$ cat src/rtl/serial_burst_sender.sv
// serial_burst_sender: FIFO-fed serial packet transmitter with request-driven bursts
module serial_burst_sender #(
  parameter int DATA_W = 40,
  parameter int DEPTH = 4,
  parameter int GAP = 3,
  parameter int BURST_MAX = 2,
  parameter logic [DATA_W-1:0] REQ_PKT = 40'h0700000000
) (
  input  logic clk,
  input  logic reset_n,
  input  logic [DATA_W-1:0] in_data,
  input  logic in_data_valid,
  input  logic req_mode,
  input  logic req_tick,
  output logic sout,
  output logic busy,
  output logic [$clog2(DEPTH):0] fifo_level,
  output logic data_loss
);
  localparam int AW = $clog2(DEPTH);
  localparam int CW = $clog2(DATA_W + GAP + 1);
  localparam int BW = $clog2(BURST_MAX + 1);
  typedef enum logic [1:0] {S_IDLE, S_SHIFT, S_GAP} state_t;
  state_t state;
  logic [DATA_W-1:0] mem [DEPTH];
  logic [AW-1:0] wp, rp;
  logic [DATA_W-1:0] sh;
  logic [CW-1:0] cnt;
  logic [BW-1:0] burst_cnt;
  logic req_pending;
  logic empty, full, gap_end, start_req, start_data, pop, push, drop;
  // Start decisions: a pending request wins in IDLE; data continues a burst at gap end
  always_comb begin
    empty = fifo_level == '0;
    full = fifo_level == (AW+1)'(DEPTH);
    gap_end = state == S_GAP && cnt == CW'(GAP - 1);
    start_req = state == S_IDLE && req_pending;
    start_data = (state == S_IDLE && !req_pending && !req_mode && !empty) ||
                 (gap_end && burst_cnt < BW'(BURST_MAX) && !empty);
    pop = start_data;
    push = in_data_valid && (!full || pop);
    drop = in_data_valid && full && !pop;
  end
  // FIFO storage; contents are invalidated on reset through the pointers
  always_ff @(posedge clk) begin
    if (push) mem[wp] <= in_data;
  end
  // FIFO pointers, occupancy and drop pulse
  always_ff @(posedge clk or negedge reset_n) begin
    if (!reset_n) begin
      wp <= '0;
      rp <= '0;
      fifo_level <= '0;
      data_loss <= 1'b0;
    end else begin
      if (push) wp <= wp + 1'b1;
      if (pop) rp <= rp + 1'b1;
      fifo_level <= fifo_level + (AW+1)'(push) - (AW+1)'(pop);
      data_loss <= drop;
    end
  end
  // Framing FSM: start bit, MSB-first payload, then GAP idle cycles
  always_ff @(posedge clk or negedge reset_n) begin
    if (!reset_n) begin
      state <= S_IDLE;
      sout <= 1'b0;
      sh <= '0;
      cnt <= '0;
      burst_cnt <= '0;
      req_pending <= 1'b0;
    end else begin
      req_pending <= req_mode && (req_tick || (req_pending && !start_req));
      if (start_req || start_data) begin
        state <= S_SHIFT;
        sout <= 1'b1;
        cnt <= '0;
        sh <= start_req ? REQ_PKT : mem[rp];
        burst_cnt <= (start_data && state == S_GAP) ? burst_cnt + 1'b1 : BW'(1);
      end else if (state == S_SHIFT) begin
        state <= cnt == CW'(DATA_W) ? S_GAP : S_SHIFT;
        sout <= cnt == CW'(DATA_W) ? 1'b0 : sh[DATA_W-1];
        sh <= sh << 1;
        cnt <= cnt == CW'(DATA_W) ? '0 : cnt + 1'b1;
      end else if (state == S_GAP) begin
        state <= gap_end ? S_IDLE : S_GAP;
        cnt <= cnt + 1'b1;
      end
    end
  end
  assign busy = state != S_IDLE;
endmodule

$ cat config.mk
export PLATFORM = sky130hd
export DESIGN_NAME = serial_burst_sender
export DESIGN_NICKNAME = d
export VERILOG_FILES = /design/src/rtl/serial_burst_sender.sv
export SDC_FILE = /design/constraint.sdc
export NUM_CORES = 1
export LEC_CHECK = 0
export BUFFER_PORTS_ARGS = -buffer_cell sky130_fd_sc_hd__clkbuf_2
export CORE_UTILIZATION = 25
export DETAILED_ROUTE_END_ITERATION = 12
export GPL_ROUTABILITY_DRIVEN = 0
export GPL_TIMING_DRIVEN = 0
export SLEW_MARGIN = 40
export SYNTH_ARGS = -nofsm -noshare
export SYNTH_HDL_FRONTEND = slang
export SYNTH_SLANG_ARGS = --single-unit
$ cat constraint.sdc
create_clock -name clk -period 3.8 [get_ports clk]
set_clock_uncertainty 0.05 [all_clocks]
set_input_delay 0.38 -clock clk [delete_from_list [all_inputs] [get_ports clk]]
set_output_delay 0.38 -clock clk [all_outputs]
set_load 0.02 [all_outputs]
==> results of run 1 <==
timing repair:
| item | 4_1_cts | 5_1_grt |
|---|---|---|
| hold buffers | 1 | 0 |
| hold endpoints to repair | 60 | 0 |
| gates resized for setup | 0 | 0 |
sequential cells by signal (all words and copies together) (netlist names):
| signal | flops |
|---|---|
| req_pending | 1 |
| sout | 1 |
| rp | 2 |
| cnt | 6 |
| sh | 40 |
| fifo_level | 3 |
| mem | 160 |
| wp | 2 |
| burst_cnt | 2 |
| data_loss | 1 |
| state | 2 |
power by group:
group / internal, mW / switching (mW) / leakage (nW)
registers: 3.21 / 0.218 / 2.23
logic: 0.995 / 1.21 / 1.29
clock network: 1.20 / 0.908 / 0.341
total: 5.40 / 2.34 / 3.86
cell type report:
type / count / area (um^2) / area share (%)
flip-flops and latches: 220 / 6310 / 59.1
multi-input cells: 287 / 2540 / 23.8
clock buffers: 30 / 602 / 5.64
well taps: 461 / 577 / 5.40
repair buffers: 55 / 349 / 3.27
plain buffers: 30 / 159 / 1.49
clock inverters: 11 / 97.6 / 0.914
inverters: 12 / 45.0 / 0.422
diodes: 1 / 2.50 / 0.0234
kinds of logic (layout without fill, tap and decap cells):
| kind of cell | after synthesis | in the layout | share of synthesized area (%) |
|---|---|---|---|
| other | 0 | 1 | 0 |
| XOR/XNOR | 9 | 9 | 0.872 |
| buffers and inverters | 42 | 138 | 2.26 |
| adder cells (fa/ha/maj) | 10 | 10 | 1.47 |
| AND/OR/NAND/NOR | 128 | 128 | 6.49 |
| multiplexers | 80 | 80 | 15.0 |
| AO/OA/AOI/OAI | 60 | 60 | 4.19 |
| flip-flops | 220 | 220 | 69.8 |
cell usage in the layout (no fill, tap or decap), types with 2 or more instances in the layout:
master	Yosys	routed
xnor2_1	5	5
a31oi_4	2	2
a211oi_1	2	2
a21oi_1	30	30
and2_4	0	4
buf_2	7	7
edfxtp_1	160	160
buf_12	0	4
and3_1	2	2
ha_1	9	9
o21a_1	2	2
o21ai_0	13	13
nor3_1	6	6
nand2_1	86	86
xor2_1	4	4
buf_4	2	2
clkinv_1	0	3
clkbuf_16	0	23
dfrtp_1	60	60
clkinv_2	0	4
nor2b_1	2	2
or2_2	2	2
clkbuf_1	17	24
inv_1	12	12
buf_6	4	4
mux2_2	4	4
nor2_1	8	8
mux4_2	40	40
nor4_1	2	2
nand3_1	7	7
clkbuf_2	0	49
mux2_1	36	36
nand4_1	2	2
worst reg2reg max path, delay by kind of cell (launching register included):
kind                       cells  cell delay, ns
and+or+nand+nor                1            0.27
adders and majority gates      4            1.03
xor gates and xnor gates       2            0.27
buffers and inverters          3            0.26
AOI/OAI and AO/OA              2            0.61
DFF                            1            0.44
stage by stage:
step | hold WS [ns] | util (%) | total power, mW
floorplan | 0.0344 | - | 5.03
global placement | 0.423 | 27.7 | 5.63
detailed placement | 0.352 | 28.0 | 5.73
CTS | 0.00852 | 30.0 | 7.85
global route | 0.0145 | 30.0 | 8.18
finish | 0.0313 | 30.0 | 7.74
worst max path at each step:
stage	endpoint	slack (ns)	cells past startpoint
floorplan	mem[0][0]$_DFFE_PP_	0.92	6
global placement	mem[1][26]$_DFFE_PP_	-0.15	6
detailed placement	fifo_level[2]$_DFF_PN0_	0.76	12
CTS	fifo_level[2]$_DFF_PN0_	0.74	12
global route	fifo_level[2]$_DFF_PN0_	0.53	12
finish	fifo_level[2]$_DFF_PN0_	0.77	12
per-layer routing:
| layer | track usage (%) | vias up | routed length (um) |
|---|---|---|---|
| met5 | 0 | - | 0 |
| met1 | 14.0 | 2437 | 8440 |
| li1 | - | 2234 | - |
| met3 | 1.99 | 34 | 775 |
| met2 | 15.3 | 99 | 8220 |
| met4 | 3.00 | 0 | 417 |
==> results by group, run 1 <==
Setup path
  – Slowest CP cell: dfrtp_1
  – Largest stage delay, worst path: 0.44 ns
  – Start of the worst register-to-register path: cnt[0]$_DFFE_PN0P_
  – Crit path max-delay family: adder cells
  – CP Launch Point: cnt[0]$_DFFE_PN0P_
  – CP Max Fanout: 7
  – CP bufs+invs: 3
  – CP Cell Sequence: inv_1, ha_1, nor4b_4, a31oi_4, a31oi_4, inv_1, ha_1, inv_1, ha_1, fa_1, xnor2_1, xnor2_1
  – FF-to-FF setup slack: 0.77 ns
  – Critical Path AT: 3.38 ns
  – Crit path capture type: flip-flop
  – Critical R2R Capture: fifo_level[2]$_DFF_PN0_
  – Worst Setup Start Kind: flip-flop
  – Crit path kind: flip-flop to flip-flop
  – R2R depth: 12
  – Critical Path RT: 4.14 ns

STA
  – RSZ-0062 raised after global routing: no
  – Max Freq: 330 MHz
  – Final Max Tran Viols: 0
  – Hold Violations, Final: 0
  – Final min period: 3.03 ns
  – Post-route setup TNS: 0 ns
  – Final setup vio count: 0
  – Final period utilization: 79.8%
  – Rel. slew slack: 51.4%
  – Slew @ Worst Pin: 0.724 ns
  – Final WS setup: 0.768 ns

Detailed routing
  – Detailed-route wire length: 17.9 mm
  – Drt via density: 4.34
  – DRC viols: 0
  – Wire length per cell: 16.1 um
  – DRT iter0 DRCs: 244
  – Remaining antenna violation count: 0
  – Detailed Routing Iterations Pass 1: 4
  – Vias: 4804

Yosys
  – Cell variety after synth: 46
  – FF+latch count, synth: 220
  – Top post-synthesis cells by count: edfxtp_1, nand2_1, dfrtp_1, mux4_2, mux2_1
  – Ys Warns: 0
  – Synthesized area per cell: 16.5 um^2
  – Most frequent cell after synthesis: edfxtp_1
  – Synth Flop Type: edfxtp_1
  – Number of synthesized flops with an enable pin: 160
  – Top post-synthesis cells by area: edfxtp_1, dfrtp_1, mux4_2
  – Post-Syn Nets: 604
  – Sequential area share after synthesis: 69.8%
  – Post-synth top area share: 53.2%
  – Cell taking the most area after synthesis: edfxtp_1
  – Async SR Flop Fraction: 27.3%
  – Post-Syn Area: 0.00904 mm^2
  – Synth Instances: 549

Die
  – Die footprint: 0.0369 mm^2
  – CORE AREA: 0.0356 mm^2
  – Die width: 192 um
  – Die Height: 192 um
  – Core Rows: 69
  – Initial core utilization: 25.4%
  – Io pins: 51

Clock network
  – Clock latency on the worst-skew pair: 0.51 ns
  – Num CTS Buffers: 23
  – Setup Fix Bufs, Post-CTS: 0
  – CTS tree: yes
  – Clock transition at path regs: 0.06 ns
  – Clk sinks: 220
  – H-Tree Depth: 1
  – Root Driver: clkbuf_16
  – CTS max path bufs: 3

Min path
  – Hold Path Origin: in_data[6]
  – Hold Path Sink: mem[3][6]$_DFFE_PP_
  – Cells on Worst Hold Path: 1
  – Worst hold path type: primary input to flip-flop

Placement
  – Pre-CTS WS: 0.763 ns
  – Placed Cells: 1064
  – Final HPWL DP: 11.7 mm
  – PortBufs: 50
  – DP Area: 0.00996 mm^2

Cells and area
  – Share of layout cells above drive strength 1: 24.0%
  – Finished layout cell area: 0.0107 mm^2
  – Final std cells w/o fill: 1107
  – Fillers: 3559
  – Nets: 684
  – Layout area overhead: 18.1%

Global routing
  – Antenna violations before repair: 1
  – Largest net degree at the start of global routing: 61
  – First-pass GRT wire length: 28.2 mm
  – Vias in the first global route: 4935
  – GRT overflow: 0
  – GRT Total Usage: 9.94%

Pwr
  – VDD IR-drop max: 417 uV
  – P_leak: 3.86 nW
  – Pwr per Cell Area: 725 mW/mm^2

Flow run
  – Max Cap Viol: 0

Status
  – Status: finished clean
(Power assumes the default switching activity.)
==> inputs of run 2 (changes only) <==
clock period = 2.7 ns   (was 3.8 ns; I/O delays follow)
==> run 2 against run 1 <==
Effect of this change:
- critical path depth unchanged
- setup slack worse by 0.73 ns
- global-route usage shrank 0.061 points
- register-to-register slack lost 0.73 ns
- highest routed layer unchanged
- sequential share of layout area decreased by 2.8 points
- clock power increased by 60%
- hold slack better by 0.094 ns
==> results by group, run 2 (synthesis results as in run 1) <==
Global routing
  – GRT overflow: 0 (unchanged)
  – GRT Total Usage: 9.88% (was 9.94%)
  – First-pass GRT wire length: 28.3 mm (was 28.2 mm)
  – Antenna violations before repair: 1 (unchanged)
  – Vias in the first global route: 5115 (was 4935)
  – Largest net degree at the start of global routing: 61 (unchanged)

Detailed routing
  – WL met3: 696 um (was 775 um)
  – Vias: 4961 (was 4804)
  – Detailed-route wire length: 18.1 mm (was 17.9 mm)
  – Wire length per cell: 15.7 um (was 16.1 um)
  – Remaining antenna violation count: 0 (unchanged)
  – Drt via density: 4.30 (was 4.34)
  – DRT iter0 DRCs: 257 (was 244)
  – Detailed Routing Iterations Pass 1: 5 (was 4)
  – Met1 WL: 8.63 mm (was 8.44 mm)
  – Met2 wire len: 8.44 mm (was 8.22 mm)
  – DRC viols: 0 (unchanged)
  – Top sig layer: met4 (unchanged)

Die
  – Io pins: 51 (unchanged)
  – Core Rows: 69 (unchanged)
  – Die footprint: 0.0369 mm^2 (unchanged)
  – Die width: 192 um (unchanged)
  – Die Height: 192 um (unchanged)
  – CORE AREA: 0.0356 mm^2 (unchanged)
  – Initial core utilization: 25.4% (unchanged)

Clock network
  – Clock latency on the worst-skew pair: 0.51 ns (about the same)
  – H-Tree Depth: 1 (unchanged)
  – Root Driver: clkbuf_16 (unchanged)
  – CTS max path bufs: 3 (unchanged)
  – CTS tree: yes (unchanged)
  – Num CTS Buffers: 23 (unchanged)
  – Clock transition at path regs: 0.06 ns (about the same)
  – Clk sinks: 220 (unchanged)

Setup path
  – CP bufs+invs: 3 (unchanged)
  – Worst Setup Start Kind: flip-flop (unchanged)
  – CP Max Fanout: 4 (was 7)
  – Largest stage delay, worst path: 0.39 ns (was 0.44 ns)
  – Crit path kind: flip-flop to flip-flop (unchanged)
  – Critical Path AT: 3.01 ns (was 3.38 ns)
  – FF-to-FF setup slack: 0.03 ns (was 0.77 ns)
  – Crit path max-delay family: adder cells (unchanged)
  – R2R depth: 12 (unchanged)
  – Slowest CP cell: dfrtp_1 (unchanged)
  – Crit path capture type: flip-flop (unchanged)
  – CP Cell Sequence: inv_2, ha_4, nor4b_4, a31oi_4, a31oi_4, inv_1, ha_1, inv_1, ha_2, fa_2, xnor2_2, xnor2_1 (was inv_1, ha_1, nor4b_4, a31oi_4, a31oi_4, inv_1, ha_1, inv_1, ha_1, fa_1, xnor2_1, xnor2_1)
  – WP depth: 12 (unchanged)
  – Critical Path RT: 3.04 ns (was 4.14 ns)

STA
  – Final period utilization: 98.8% (was 79.8%)
  – Final Max Tran Viols: 0 (unchanged)
  – Final min period: 2.67 ns (was 3.03 ns)
  – RSZ-0062 raised after global routing: yes (was no)
  – Slew @ Worst Pin: 0.748 ns (was 0.724 ns)
  – Max Freq: 375 MHz (was 330 MHz)
  – Hold Violations, Final: 0 (unchanged)
  – Final setup vio count: 0 (unchanged)
  – Rel. slew slack: 49.9% (was 51.4%)

Min path
  – Worst hold path type: primary input to flip-flop (unchanged)
  – Cells on Worst Hold Path: 4 (was 1)

Cells and area
  – Flip-flop and latch area: 0.00631 mm^2 (unchanged)
  – Max reg flops: 160 (unchanged)
  – Multi-input gate area: 0.00257 mm^2 (was 0.00254 mm^2)
  – Largest Register: mem (unchanged)
  – Layout area overhead: 24.0% (was 18.1%)
  – Largest registers: mem (160), sh (40), cnt (6) (unchanged)
  – Fillers: 3523 (was 3559)
  – Commonest non-fill, non-tap cell in the layout: edfxtp_1 (unchanged)
  – Nets: 730 (was 684)
  – Commonest cells after routing, fill and taps aside: edfxtp_1, nand2_1, dfrtp_1 (unchanged)
  – Share of layout cells above drive strength 1: 24.3% (was 24.0%)
  – Util after Layout: 31.5% (was 30.0%)

Pwr
  – Final Power: 11.4 mW (was 7.74 mW)
  – P_leak: 4.10 nW (was 3.86 nW)
  – Pwr per Cell Area: 1010 mW/mm^2 (was 725 mW/mm^2)
  – VDD IR-drop max: 519 uV (was 417 uV)

Placement
  – Final HPWL DP: 11.0 mm (was 11.7 mm)
  – PortBufs: 50 (unchanged)

Status
  – Status: finished clean (unchanged)

Flow run
  – Max Cap Viol: 0 (unchanged)
## run 2: repair_timing
action | in CTS | in global routing
hold buffers | 44 | 0
endpoints found under the setup margin | 162 | 162
pin swaps | 3 | 6
gates resized for setup | 1 | 4
hold endpoints to repair | 222 | 0
setup buffers | 5 | 3
## run 2: worst reg2reg max path: stages (launching register included)
cell and delay (ns):
dfrtp_1 0.39, inv_2 0.09, ha_4 0.14, nor4b_4 0.25, a31oi_4 0.22, a31oi_4 0.22, inv_1 0.06, ha_1 0.27
inv_1 0.04, ha_2 0.17, fa_2 0.37, xnor2_2 0.15, xnor2_1 0.13
## run 2: worst paths after layout
kind | from | end
max in group asynchronous | reset_n | rp[0]$_DFFE_PN0N_
min reg2reg | sout$_DFFE_PN0P_ | sout$_DFFE_PN0P_
min in group asynchronous | reset_n | fifo_level[1]$_DFF_PN0_
max | cnt[0]$_DFFE_PN0P_ | fifo_level[2]$_DFF_PN0_
min | req_mode | burst_cnt[1]$_DFFE_PN0P_
max reg2reg | cnt[0]$_DFFE_PN0P_ | fifo_level[2]$_DFF_PN0_
## run 2: area by class of cell
class / instances / share of cell area [%]
diodes: 1 / 0.0223
plain buffers: 29 / 1.32
clock buffers: 25 / 5.20
clock inverters: 17 / 1.98
inverters: 12 / 0.402
multi-input cells: 287 / 22.9
flip-flops and latches: 220 / 56.2
well taps: 461 / 5.15
repair buffers: 102 / 6.77
## run 2: through the flow
stage	TNS (ns)	setup slack [ns]	hold WS (ns)	instance area (um^2)	std cells
5_1_grt	-0.0719	-0.0719	0.172	11200	1154
4_1_cts	0	0.00955	0.107	11200	1150
3_5_place_dp	-0.734	-0.225	0.235	9890	1060
6_report	0	0.0334	0.125	11200	1154
3_3_place_gp	-62.01	-0.404	0.422	9870	1060
2_1_floorplan	0	0.0310	-0.0756	9050	549
## run 2: per-layer routing
metal	vias to the layer above	GRT usage (%)
met2	90	15.7
li1	2327	-
met5	-	0
met1	2521	13.8
met3	23	1.86
met4	0	2.33
## run 2: report_power, final
| group | internal, mW | leakage, nW | switching [mW] | total (mW) |
|---|---|---|---|---|
| logic | 1.44 | 1.48 | 1.73 | 3.17 |
| clock network | 2.05 | 0.394 | 1.32 | 3.36 |
| registers | 4.52 | 2.23 | 0.311 | 4.83 |
| total | 8.01 | 4.10 | 3.35 | 11.4 |
==> inputs of run 3 (changes only) <==
REMOVE_ABC_BUFFERS = 1   (was unset)
==> run 3 against run 2 <==
Effect of this change:
- sequential cell count unchanged
- highest routed layer unchanged
- critical path depth is the same
- wire length rose by 2.8%
- final cell count decreased by 1.8%
==> results by group, run 3 (synthesis results as in run 1) <==
Cells and area
  – Nets: 711 (was 730)
  – Largest Register: mem (unchanged)
  – Commonest cells after routing, fill and taps aside: edfxtp_1, nand2_1, dfrtp_1 (unchanged)
  – Share of layout cells above drive strength 1: 25.9% (was 24.3%)
  – Commonest non-fill, non-tap cell in the layout: edfxtp_1 (unchanged)
  – Largest registers: mem (160), sh (40), cnt (6) (unchanged)
  – Layout area overhead: 24.8% (was 24.0%)
  – Max reg flops: 160 (unchanged)

Die
  – CORE AREA: 0.0356 mm^2 (unchanged)
  – Die width: 192 um (unchanged)
  – Core Rows: 69 (unchanged)
  – Io pins: 51 (unchanged)
  – Die Height: 192 um (unchanged)
  – Initial core utilization: 25.4% (unchanged)
  – Die footprint: 0.0369 mm^2 (unchanged)

STA
  – Hold_ws: 0.153 ns (was 0.125 ns)
  – RSZ-0062 raised after global routing: yes (unchanged)
  – Final WS setup: 0.0348 ns (was 0.0334 ns)
  – Final setup vio count: 0 (unchanged)
  – Rel. slew slack: 49.6% (was 49.9%)
  – Max Freq: 375 MHz (about the same)
  – Final Max Tran Viols: 0 (unchanged)
  – Hold Violations, Final: 0 (unchanged)
  – Final min period: 2.67 ns (about the same)
  – Slew @ Worst Pin: 0.754 ns (was 0.748 ns)
  – Post-route setup TNS: 0 ns (unchanged)
  – Final period utilization: 98.7% (was 98.8%)

Detailed routing
  – DRC viols: 0 (unchanged)
  – Drt via density: 4.41 (was 4.30)
  – Detailed Routing Iterations Pass 1: 4 (was 5)
  – DRT iter0 DRCs: 330 (was 257)
  – Vias: 4994 (was 4961)
  – Wire length per cell: 16.4 um (was 15.7 um)
  – Remaining antenna violation count: 0 (unchanged)
  – Detailed-route wire length: 18.6 mm (was 18.1 mm)

Setup path
  – Slowest CP cell: dfrtp_1 (unchanged)
  – Worst Setup Start Kind: flip-flop (unchanged)
  – CP Max Fanout: 4 (unchanged)
  – Critical Path AT: 2.99 ns (was 3.01 ns)
  – Critical Path RT: 3.03 ns (was 3.04 ns)
  – Crit path capture type: flip-flop (unchanged)
  – Crit path max-delay family: adder cells (unchanged)
  – CP bufs+invs: 3 (unchanged)
  – CP Cell Sequence: inv_2, ha_4, nor4b_4, a31oi_4, a31oi_4, inv_1, ha_1, inv_1, ha_2, fa_2, xnor2_2, xnor2_1 (unchanged)
  – Crit path kind: flip-flop to flip-flop (unchanged)
  – Largest stage delay, worst path: 0.39 ns (about the same)

Placement
  – Final HPWL DP: 10.6 mm (was 11.0 mm)
  – Pre-CTS WS: -0.577 ns (was -0.225 ns)
  – PortBufs: 50 (unchanged)

Flow run
  – Max Cap Viol: 0 (unchanged)

Global routing
  – GRT overflow: 0 (unchanged)
  – First-pass GRT wire length: 28.8 mm (was 28.3 mm)
  – GRT Total Usage: 10.2% (was 9.88%)
  – Vias in the first global route: 5056 (was 5115)
  – Largest net degree at the start of global routing: 61 (unchanged)
  – Antenna violations before repair: 0 (was 1)

Pwr
  – VDD IR-drop max: 565 uV (was 519 uV)
  – P_leak: 4.11 nW (was 4.10 nW)
  – Pwr per Cell Area: 1010 mW/mm^2 (about the same)

Clock network
  – Clock latency on the worst-skew pair: 0.51 ns (about the same)
  – CTS tree: yes (unchanged)
  – Clock transition at path regs: 0.06 ns (about the same)
  – Num CTS Buffers: 21 (was 23)
  – Root Driver: clkbuf_16 (unchanged)
  – H-Tree Depth: 1 (unchanged)
  – CTS max path bufs: 3 (unchanged)
  – Clk sinks: 220 (unchanged)

Status
  – Status: finished clean (unchanged)

Min path
  – Worst hold path type: primary input to flip-flop (unchanged)
## run 3: through the flow
step / total power, mW / utilization (%) / cell area (um^2) / instances
floorplan: 7.00 / - / 8880 / 519
global placement: 7.86 / 27.3 / 9710 / 1030
detailed placement: 8.04 / 27.9 / 9920 / 1038
CTS: 11.5 / 31.5 / 11200 / 1125
global route: 12.1 / 31.7 / 11300 / 1132
finish: 11.4 / 31.7 / 11300 / 1133
## run 3: worst reg2reg max path: stages, from the launching register on
cell and delay, ns:
dfrtp_1 0.39, inv_2 0.08, ha_4 0.13, nor4b_4 0.27, a31oi_4 0.21, a31oi_4 0.25
inv_1 0.06, ha_1 0.27, inv_1 0.04, ha_2 0.17, fa_2 0.37, xnor2_2 0.14
xnor2_1 0.13
## run 3: area by class of cell
cell class / instances / area, um^2
timing repair buffer: 111 / 942
clock inverter: 14 / 228
inverter: 12 / 45.0
fill: 3515 / 24300
antenna: 1 / 2.50
sequential: 220 / 6310
tap: 461 / 577
clock buffer: 24 / 547
multi-input combinational: 290 / 2630
## run 3: final timing paths
path	startpoint	endpoint	slack [ns]	cells after the start
worst max-delay path	cnt[0]$_DFFE_PN0P_	fifo_level[2]$_DFF_PN0_	0.03	12
min in group asynchronous	reset_n	sh[10]$_DFFE_PN0P_	0.26	2
worst min register to register	sout$_DFFE_PN0P_	sout$_DFFE_PN0P_	0.48	1
max in group asynchronous	reset_n	rp[0]$_DFFE_PN0N_	1.89	2
worst max register to register	cnt[0]$_DFFE_PN0P_	fifo_level[2]$_DFF_PN0_	0.03	12
worst min-delay path	req_mode	burst_cnt[1]$_DFFE_PN0P_	0.15	4
## run 3: power by group
group / switching, mW / internal [mW] / total, mW / leakage, nW
sequential: 0.473 / 4.52 / 5.00 / 2.23
combinational: 1.58 / 1.54 / 3.12 / 1.50
clock: 1.26 / 2.04 / 3.29 / 0.375
total: 3.31 / 8.10 / 11.4 / 4.11
## run 3: timing repair
action,in CTS,in global routing
pin swaps,3,6
hold endpoints to repair,222,0
cloned,2,1
setup buffers,3,6
hold buffers,44,0
setup endpoints to repair,52,3
gates resized for setup,6,3
## run 3: routing by layer
metal  vias up  share of wire (%)  global-route usage (%)
met5         -                  0                       0
met4         0                1.9                    2.48
met3        26                4.4                    1.75
met2       116                 48                    16.8
met1      2561                 46                    14.1
li1       2291                  -                       -
